### src/rtl/vector_sum_acc_pkg.sv
// Shared types and default widths for the vector position-sum accumulator.
// The FSM only ever holds an open frame (ACCUM) or a finished result (HOLD).
package vector_sum_acc_pkg;

    localparam int DEF_DATA_W    = 32;
    localparam int DEF_POS_W     = 18;
    localparam int DEF_ACC_W     = 24;
    localparam int DEF_FRAME_LEN = 8;

    typedef enum logic {
        ACCUM = 1'b0,
        HOLD  = 1'b1
    } state_t;

endpackage

### src/rtl/vector_sum.sv
// Combinational position sum: adds the index of every set bit of one word.
// For a 32-bit all-ones word the result is 0+1+...+31 = 496.
module vector_sum
    import vector_sum_acc_pkg::*;
#(
    parameter int DATA_W = DEF_DATA_W,
    parameter int POS_W  = DEF_POS_W
) (
    input  logic [DATA_W-1:0] data,
    output logic [POS_W-1:0]  sum
);

    // NOTE: combinational blocks use blocking '=' and assign every output a
    // default first, so no path through the block can infer a latch.
    always_comb begin
        sum = '0;
        for (int i = 0; i < DATA_W; i++) begin
            if (data[i]) begin
                sum = sum + POS_W'(i);
            end
        end
    end

endmodule

### src/rtl/vector_sum_acc.sv
// Accumulates per-word position sums over a frame of up to FRAME_LEN words and
// holds the saturated total, word count and overflow flag until it is taken.
module vector_sum_acc
    import vector_sum_acc_pkg::*;
#(
    parameter int DATA_W    = DEF_DATA_W,
    parameter int POS_W     = DEF_POS_W,
    parameter int ACC_W     = DEF_ACC_W,
    parameter int FRAME_LEN = DEF_FRAME_LEN
) (
    input  logic                           clk,
    input  logic                           rst,
    input  logic [DATA_W-1:0]              in_data,
    input  logic                           in_valid,
    input  logic                           in_last,
    output logic                           in_ready,
    output logic [ACC_W-1:0]               out_sum,
    output logic [$clog2(FRAME_LEN+1)-1:0] out_count,
    output logic                           out_ovf,
    output logic                           out_valid,
    input  logic                           out_ready
);

    localparam int CNT_W = $clog2(FRAME_LEN + 1);
    // One spare bit above the wider operand so a carry past ACC_W is visible.
    localparam int SUM_W = ((ACC_W > POS_W) ? ACC_W : POS_W) + 1;

    state_t           state, state_nxt;
    logic [ACC_W-1:0] acc;
    logic [CNT_W-1:0] count;
    logic             ovf;

    logic [POS_W-1:0] word_sum;
    logic [SUM_W-1:0] sum_wide;
    logic [CNT_W-1:0] count_inc;
    logic             sat;
    logic             accept;
    logic             close_frame;
    logic             release_res;

    vector_sum #(
        .DATA_W (DATA_W),
        .POS_W  (POS_W)
    ) u_vector_sum (
        .data (in_data),
        .sum  (word_sum)
    );

    assign sum_wide  = SUM_W'(acc) + SUM_W'(word_sum);
    assign sat       = |sum_wide[SUM_W-1:ACC_W];
    assign count_inc = count + CNT_W'(1);

    // Handshakes decoded from the state register, not from in_ready/out_valid,
    // so the output decode below has no feedback through its own outputs.
    assign accept      = in_valid && (state == ACCUM);
    assign release_res = out_ready && (state == HOLD);
    assign close_frame = accept && (in_last || (count_inc == CNT_W'(FRAME_LEN)));

    always_comb begin
        state_nxt = state;
        in_ready  = 1'b0;
        out_valid = 1'b0;
        case (state)
            ACCUM: begin
                in_ready = 1'b1;
                if (close_frame) state_nxt = HOLD;
            end
            HOLD: begin
                out_valid = 1'b1;
                if (release_res) state_nxt = ACCUM;
            end
            default: state_nxt = ACCUM;
        endcase
    end

    // NOTE: sequential state uses non-blocking '<=' so every register samples
    // pre-edge values; reset is synchronous, checked only on the clock edge.
    always_ff @(posedge clk) begin
        if (rst) begin
            state <= ACCUM;
            acc   <= '0;
            count <= '0;
            ovf   <= 1'b0;
        end else begin
            state <= state_nxt;
            if (release_res) begin
                acc   <= '0;
                count <= '0;
                ovf   <= 1'b0;
            end else if (accept) begin
                acc   <= sat ? '1 : sum_wide[ACC_W-1:0];
                ovf   <= ovf | sat;
                count <= count_inc;
            end
        end
    end

    assign out_sum   = out_valid ? acc   : '0;
    assign out_count = out_valid ? count : '0;
    assign out_ovf   = out_valid & ovf;

endmodule

### config.mk
export PLATFORM = sky130hd
export DESIGN_NAME = vector_sum_acc
export DESIGN_NICKNAME = d
export VERILOG_FILES = /design/src/rtl/vector_sum_acc_pkg.sv /design/src/rtl/vector_sum.sv /design/src/rtl/vector_sum_acc.sv
export SDC_FILE = /design/constraint.sdc
export NUM_CORES = 1
export LEC_CHECK = 0
export CAP_MARGIN = 20
export CORE_ASPECT_RATIO = 1.1
export CORE_MARGIN = 1
export CORE_UTILIZATION = 50
export DETAILED_ROUTE_END_ITERATION = 10
export GPL_TIMING_DRIVEN = 0
export PLACE_DENSITY = 0.7
export SYNTH_ARGS = -nofsm -noshare
export SYNTH_HDL_FRONTEND = slang
export SYNTH_SLANG_ARGS = --single-unit
### constraint.sdc
create_clock -name clk -period 47.2 [get_ports clk]
set_clock_uncertainty 0.15 [all_clocks]
set_input_delay 9.44 -clock clk [delete_from_list [all_inputs] [get_ports clk]]
set_output_delay 9.44 -clock clk [all_outputs]
set_load 0.005 [all_outputs]
# == Word level (Yosys, flattened, before mapping) ==
# Cells that the tools add are included.
# totals
regBits,30
input_bits,37
out_inout_bits,31
elab_cells,84
# classes
add_sub_neg,32
eq_ne,1
mux,39
bitwise_logic,3
n_reduce_logical,5
# ops
cell,count
$mux W18,30
$add A18 B5 Y18 const B,16
$add A18 B4 Y18 const B,8
$add A18 B3 Y18 const B,4
$mux W24,2
$add A18 B2 Y18 const B,2
$add A24 B18 Y25,1
$mux W1,5
$add A4 B1 Y4 const B,1
$eq A4 B4 Y1 const B,1
$mux W4,1
$logic_and A1 B1 Y1,3
$pmux W1 S2,1
$reduce_or A2 Y1,1
$and A1 B1 Y1,1
$logic_or A1 B1 Y1,1
$not A1 Y1,1
$or A1 B1 Y1,1

# == Longest topological paths before layout ==
# Gate-level depths: netlist (run 1).
# depth
ltp_word,63
mapped_depth,83
ltp_nobuf,83

# == Hierarchy ==
# A second synthesis (run 1) with hierarchy kept.
# hier_totals
cells_unflattened,1429
hier_area_um2,10306.1
# modules_own_cells
module,instances,cells_each,area_each_um2
vector_sum,1,1137,7996.4
vector_sum_acc,1,292,2309.7

# == Worst setup path before layout (run 1) ==
# Ideal clock, no wire load.
# synth_timing
kind,in2reg
from,input in_data[1]
to,register acc[10]
setup_ns,0.133
arrival_time_ns,24.394
t_required_ns,46.917
path_slack_ns,22.524
path_stages,75
n_path_buf,1
path_cell_list,inv_1 > ha_1 > nand2b_1 > nand2_1 > ha_1 > nor2b_1 > a311oi_1 > nor2_1 > ha_1 > nand2_1 > o31ai_1 > or3_1 > inv_1 > ha_1 > nand2_1 > a21boi_1 > xnor2_1 > ha_1 > [39 not listed] > nand2_1 > xnor2_1 > xnor2_1 > ha_1 > inv_1 > o21bai_1 > a21oi_1 > o21bai_1 > a21oi_1 > o21bai_1 > a21oi_1 > o21bai_1 > a21oi_1 > o21bai_1 > a21o_1 > a311oi_1 > clkbuf_1 > a21oi_1
# synth_via
elab_chain_len,63
# synth_rtl
element,line,text
start: declaration,vector_sum_acc.sv:13,"input logic [DATA_W-1:0] in_data,"
$mux W1 (*),vector_sum.sv:18,if (data[i]) begin
$add A18 B2 Y18,vector_sum.sv:19,sum = sum + POS_W'(i);
$mux W18 (*),vector_sum.sv:18,
$add A18 B2 Y18,vector_sum.sv:19,
$mux W18 (*),vector_sum.sv:18,
$add A18 B3 Y18,vector_sum.sv:19,
$mux W18 (*),vector_sum.sv:18,
$add A18 B3 Y18,vector_sum.sv:19,
[47 not listed],n/a,
$add A18 B5 Y18,vector_sum.sv:19,
$mux W18 (*),vector_sum.sv:18,
$add A18 B5 Y18,vector_sum.sv:19,
$mux W18 (*),vector_sum.sv:18,
$add A18 B5 Y18,vector_sum.sv:19,
$mux W18 (*),vector_sum.sv:18,
$add A24 B18 Y25 (*),vector_sum_acc.sv:49,assign sum_wide = SUM_W'(acc) + SUM_W'(word_sum);
$mux W24 (*),vector_sum_acc.sv:91,acc <= sat ? '1 : sum_wide[ACC_W-1:0];
end signal: assignment,vector_sum_acc.sv:91,
end: declaration,vector_sum_acc.sv:29,logic [ACC_W-1:0] acc;
# Every way passes the cells marked *; elsewhere a longest branch is shown, timed or not.
# A chain may end at the register's enable or synchronous reset.

# == Worst setup path in the final report (run 1) ==
# layout_timing
from,input in_data[1]
to,register acc[9]
# The elaborated chain is that of the path after synthesis.

==> impl_metrics.csv, run 1 <==
group,metric,value,unit
timing,setup_tns,0,ps
floorplanning,die_area,0.0191,sq mm
logic_synthesis,ys_top_cells_by_count,"xnor2_1, nand2_1, nor2_1",
timing,worst_pin_slew,1090,ps
cts,clkTransAtPathRegs,50,ps
logic_synthesis,yosys.area.top_type,"xnor2_1",
worst_setup_path,slowest_stage,"a311oi_1",
logic_synthesis,synth_warnings,0,
routing,wl,22300,um
cts,htreeDepth,2,
min_path,hold_path.class,"reg2reg",
worst_setup_path,critPathMaxFanout,10,
cts,cts.path.max_buffers,2,
cts,cts_root_buffer,"clkbuf_16",
worst_setup_path,crit_type,"in2reg",
floorplanning,fp.dieW,132,um
cells_and_area,multi_input_area,0.00822,sq mm
floorplanning,ios,68,
routing,drtPass1Iterations,5,
routing,drc,0,
grt,gr-total-overflow,0,
logic_synthesis,ys_types,110,
logic_synthesis,synth_top_cell_area_share,12.7,%
cts,cts_resized,0,
logic_synthesis,synth-edff-count,0,
cts,cts_tree,"done",
grt,grt_pass1_wl,38000,um
placement,io_buffer_count,56,
grt,grt_max_degree,11,
logic_synthesis,synth.most_common_cell,"xnor2_1",
placement,place_hpwl,18300,um
timing,hold_viol,0,
timing,slew_viol_final,0,
logic_synthesis,syn-cell-area,0.00926,sq mm
worst_setup_path,path_common_cell,"ha_1",
routing,via_count,9074,
grt,grt_usage,23.1,%
grt,antenna_found_initial,0,
logic_synthesis,synthTopCellsByArea,"xnor2_1, dfxtp_1, ha_1",
routing,drtIter0Drc,513,
grt,grt_pass1_vias,8235,
worst_setup_path,crit_path_max_incr_delay,930,ps
routing,ant_nets,0,
outcome,status,"completed",
cells_and_area,drive_gt1_share,6.37,%
worst_setup_path,cp-start-kind,"input port",
logic_synthesis,avgSynthCellArea,7.32,sq um
floorplanning,fp.dieH,145,um
placement,gp_congestion,0.862,
timing,rsz0062_at_grt,"no",
cts,clock_latency,270,ps
floorplanning,initial_core_util,51.7,%
logic_synthesis,seq_area_frac_synth,6.48,%
routing,avgViaCountPerCell,5.77,
cells_and_area,regArea,601,sq um
logic_synthesis,postSynthCellCount,1265,
timing,fmax,36.0,MHz
worst_setup_path,critPathArrivalTime,27740,ps
worst_setup_path,required,47190,ps
cells_and_area,n_antenna_cell,0,
cts,postCtsSetupRepairBufs,0,
cts,numCtsBuffers,5,
floorplanning,rows,51,
cts,clock-sinks,30,
floorplanning,coreArea,0.0179,sq mm
logic_synthesis,ys_async_sr_fraction,0,%
timing,fin_crit,27750,ps
logic_synthesis,ys.flop_type,"dfxtp_1",
job,cap_viol_max_count,0,
routing,wl_per_cell,14.2,um
timing,fin_crit_sh,58.8,%
cts,holdBufCountCts,0,
cells_and_area,fillerInstances,1736,
timing,relSlewSlack,25.3,%
logic_synthesis,ys_seq_elements,30,
cells_and_area,area_growth,11.1,%
timing,setup_viol,0,
cells_and_area,nets,1419,
worst_setup_path,endpoint_kind,"flip-flop",
==> logic make-up after synthesis <==
family | count (synthesis) | share of synthesized area [%]
buf+inv | 114 | 4.98
fa+ha+maj | 50 | 6.82
mux | 37 | 4.11
flops | 30 | 6.48
other cells | 1 | 0.0405
xor+xnor | 218 | 24.7
simple gates | 461 | 25.2
compound gates | 354 | 27.6
==> worst max-delay path, delay by kind of cell <==
kind / cells / cell delay [ps]
fa+ha+maj: 12 / 3750
simple gates: 17 / 2720
compound gates: 26 / 5820
xor+xnor: 12 / 3390
mux: 2 / 680
buf+inv: 8 / 1900
==> metrics by stage <==
| step | instances | utilization (%) | hold slack (ps) | setup slack (ps) | area, sq um |
|---|---|---|---|---|---|
| 5_1_grt | 1572 | 57.4 | 351 | 17900 | 10300 |
| 6_report | 1572 | 57.4 | 307 | 19450 | 10300 |
| 3_3_place_gp | 1564 | 56.5 | 302 | 19420 | 10100 |
| 4_1_cts | 1572 | 57.4 | 311 | 19410 | 10300 |
| 2_1_floorplan | 1270 | - | 282 | 22520 | 9280 |
| 3_5_place_dp | 1564 | 56.5 | 302 | 19230 | 10100 |
==> cell type report <==
cell class	count	area share [%]
inverter	68	2.50
timing repair buffer	56	5.45
multi-input combinational	1126	79.9
clock buffer	6	1.35
clock inverter	2	0.122
sequential	30	5.84
buffer	46	1.98
tap	238	2.89
==> path summary, 6_finish.rpt <==
kind	from	to	slack, ps	cells past startpoint
setup / recovery	in_data[1]	acc[9]$_SDFFE_PP0P_	19450	77
hold / removal	ovf$_SDFFE_PP0P_	ovf$_SDFFE_PP0P_	310	2
setup reg to reg	acc[0]$_SDFFE_PP0P_	acc[9]$_SDFFE_PP0P_	41790	22
hold reg to reg	ovf$_SDFFE_PP0P_	ovf$_SDFFE_PP0P_	310	2
==> per-layer routing <==
metal / share of wire (%) / vias to the layer above / GRT usage, %
li1: - / 4686 / -
met1: 50 / 4206 / 31.9
met2: 47 / 170 / 40.9
met3: 2.8 / 12 / 1.22
met4: 0.62 / 0 / 2.26
met5: 0 / - / 0
==> sequential cells by signal, summed over array words and instances, names as in the netlist <==
signal,count
count,4
state,1
ovf,1
acc,24
==> layout by cell type, fill, tap and decap left out, drive strengths merged, types with 7 or more instances in the layout <==
cell type	n
nor3b	7
mux2	8
a211oi	16
nand2b	27
mux2i	29
nor3	39
nand3	39
ha	48
xnor2	140
xnor3	11
o221ai	8
nor2	97
nand4	14
a21boi	9
nand2	121
inv	66
and2	35
o21a	9
clkdlybuf4s50	56
o31ai	13
xor2	65
buf	11
a21o	13
nor2b	19
or3	13
o21bai	18
o21ai	67
and3	16
o211ai	7
clkbuf	41
a21oi	94
dfxtp	30
o22ai	7
a31oi	24
Power of run 1 is not shown: default switching activity piles up to over one toggle a cycle in this logic, so the estimate is an artifact.
==> run 2, diff against run 1 <==
--- a/config.mk
+++ b/config.mk
@@ -11,7 +11,7 @@
 export CORE_UTILIZATION = 50
 export DETAILED_ROUTE_END_ITERATION = 10
 export GPL_TIMING_DRIVEN = 0
-export PLACE_DENSITY = 0.7
+export PLACE_DENSITY = 0.72
 export SYNTH_ARGS = -nofsm -noshare
 export SYNTH_HDL_FRONTEND = slang
 export SYNTH_SLANG_ARGS = --single-unit
==> constraint.sdc (replaced) <==
create_clock -name clk -period 22.2 [get_ports clk]
set_clock_uncertainty 0.15 [all_clocks]
set_input_delay 4.44 -clock clk [delete_from_list [all_inputs] [get_ports clk]]
set_output_delay 4.44 -clock clk [all_outputs]
set_load 0.005 [all_outputs]
==> run 2 against run 1 <==
Net effect: wire length fell by 0.46%; via count rose by 0.28%; first-iteration DRC count shrank 27%.
==> impl_metrics.csv, run 2 (same netlist as run 1, synthesis figures left out) <==
group,metric,value,unit
cts,cts_root_buffer,"clkbuf_16",
cts,clock-sinks,30,
worst_setup_path,cp-start-kind,"input port",
worst_setup_path,required,22190,ps
floorplanning,initial_core_util,51.7,%
floorplanning,rows,51,
cells_and_area,drive_gt1_share,7.93,%
routing,avgViaCountPerCell,5.78,
floorplanning,die_area,0.0191,sq mm
routing,drc,0,
timing,fmax,47.5,MHz
timing,fin_crit_sh,94.8,%
cts,numCtsBuffers,5,
cts,cts.path.max_buffers,2,
placement,place_ws,-660,ps
grt,grt_max_degree,11,
routing,via_count,9099,
grt,grt_pass1_wl,37300,um
grt,grt_pass1_vias,8226,
timing,worst_pin_slew,1020,ps
outcome,status,"completed",
cells_and_area,utilization,58.3,%
cells_and_area,largestRegisters,"acc: 24 flops, count: 4 flops",
grt,grt_usage,22.6,%
routing,drtPass1Iterations,7,
routing,wl,22200,um
cells_and_area,fillerInstances,1719,
worst_setup_path,crit_type,"in2reg",
cts,cts_tree,"done",
cts,htreeDepth,2,
floorplanning,ios,68,
timing,setup_slack,1150,ps
worst_setup_path,path_common_cell,"ha_1",
timing,whs,322,ps
worst_setup_path,critPathArrivalTime,21040,ps
cells_and_area,largest-register,"acc",
cells_and_area,final_cell_mix,"xnor2_1, nand2_1, nor2_1",
timing,relSlewSlack,31.3,%
worst_setup_path,endpoint_kind,"flip-flop",
placement,io_buffer_count,56,
grt,antenna_found_initial,0,
worst_setup_path,slowest_stage,"clkdlybuf4s50_1",
worst_setup_path,crit_path_max_incr_delay,550,ps
cells_and_area,n_antenna_cell,0,
timing,slew_viol_final,0,
timing,hold_viol,0,
cells_and_area,nets,1422,
cells_and_area,final_cells,1574,
timing,setup_viol,0,
floorplanning,fp.dieW,132,um
cts,clkTransAtPathRegs,50,ps
placement,place_hpwl,17800,um
job,cap_viol_max_count,0,
floorplanning,fp.dieH,145,um
cts,clock_latency,270,ps
routing,drtIter0Drc,372,
worst_setup_path,critPathMaxFanout,6,
timing,fin_crit,21050,ps
min_path,hold_path.class,"reg2reg",
cells_and_area,largest_register_ffs,24,
cells_and_area,area_growth,12.9,%
routing,wl_per_cell,14.1,um
routing,ant_nets,0,
cells_and_area,layout_commonest_cell,"xnor2_1",
placement,place_inst,1564,
placement,gp_congestion,0.856,
floorplanning,coreArea,0.0179,sq mm
grt,gr-total-overflow,0,
-- run 2: changes by cell type in the layout (fill, tap and decap cells not counted), moves of 2 or more --
cell / previous run / this run
buf_4: 6 / 9
clkbuf_2: 0 / 2
clkbuf_1: 35 / 33
xor2_1: 53 / 49
xor2_2: 9 / 13
a311oi_1: 4 / 2
xnor2_1: 134 / 128
xnor2_2: 4 / 10
-- run 2: cell type report --
| class | count | area, sq um | share of cell area, % |
|---|---|---|---|
| clock buffers | 6 | 139 | 1.33 |
| multi-input cells | 1126 | 8340 | 79.8 |
| repair buffers | 59 | 583 | 5.58 |
| clock inverters | 1 | 30.0 | 0.287 |
| plain buffers | 46 | 206 | 1.97 |
| flip-flops and latches | 30 | 601 | 5.74 |
| well taps | 238 | 298 | 2.85 |
| inverters | 68 | 258 | 2.46 |
-- run 2: timing repair --
action / 4_1_cts / 5_1_grt
pin swaps: 0 / 4
endpoints found under the setup margin: 17 / 25
resized for setup: 2 / 22
hold buffers: 0 / 0
buffers inserted: 0 / 3
-- run 2: worst paths after layout --
check,start,endpoint,slack (ps),cells past startpoint
setup reg to reg,acc[0]$_SDFFE_PP0P_,ovf$_SDFFE_PP0P_,17550,24
hold / removal,ovf$_SDFFE_PP0P_,ovf$_SDFFE_PP0P_,320,2
setup / recovery,in_data[1],ovf$_SDFFE_PP0P_,1150,77
hold reg to reg,ovf$_SDFFE_PP0P_,ovf$_SDFFE_PP0P_,320,2
-- run 2: per-layer routing --
layer,vias to the layer above,GRT usage [%],routed length (um)
met2,175,40.7,10500
li1,4684,-,-
met4,0,2.88,192
met5,-,0,0
met3,18,1.60,698
met1,4222,30.3,10800
-- run 2: worst max-delay path, delay by kind of cell --
kind,cells,cell delay (ps)
multiplexers,2,550
buffers and inverters,6,1140
adder cells (fa/ha/maj),12,3740
AND/OR/NAND/NOR,17,3070
AO/OA/AOI/OAI,26,4680
XOR/XNOR,14,3400
-- run 2: per-stage QoR --
stage | setup TNS, ps | cell area (sq um)
after floorplan | 0 | 9280
after global placement | -4780 | 10100
after detailed placement | -8190 | 10100
after CTS | 0 | 10300
after global routing | -290 | 10500
final | 0 | 10500
Power of run 2 is left out for the same reason.
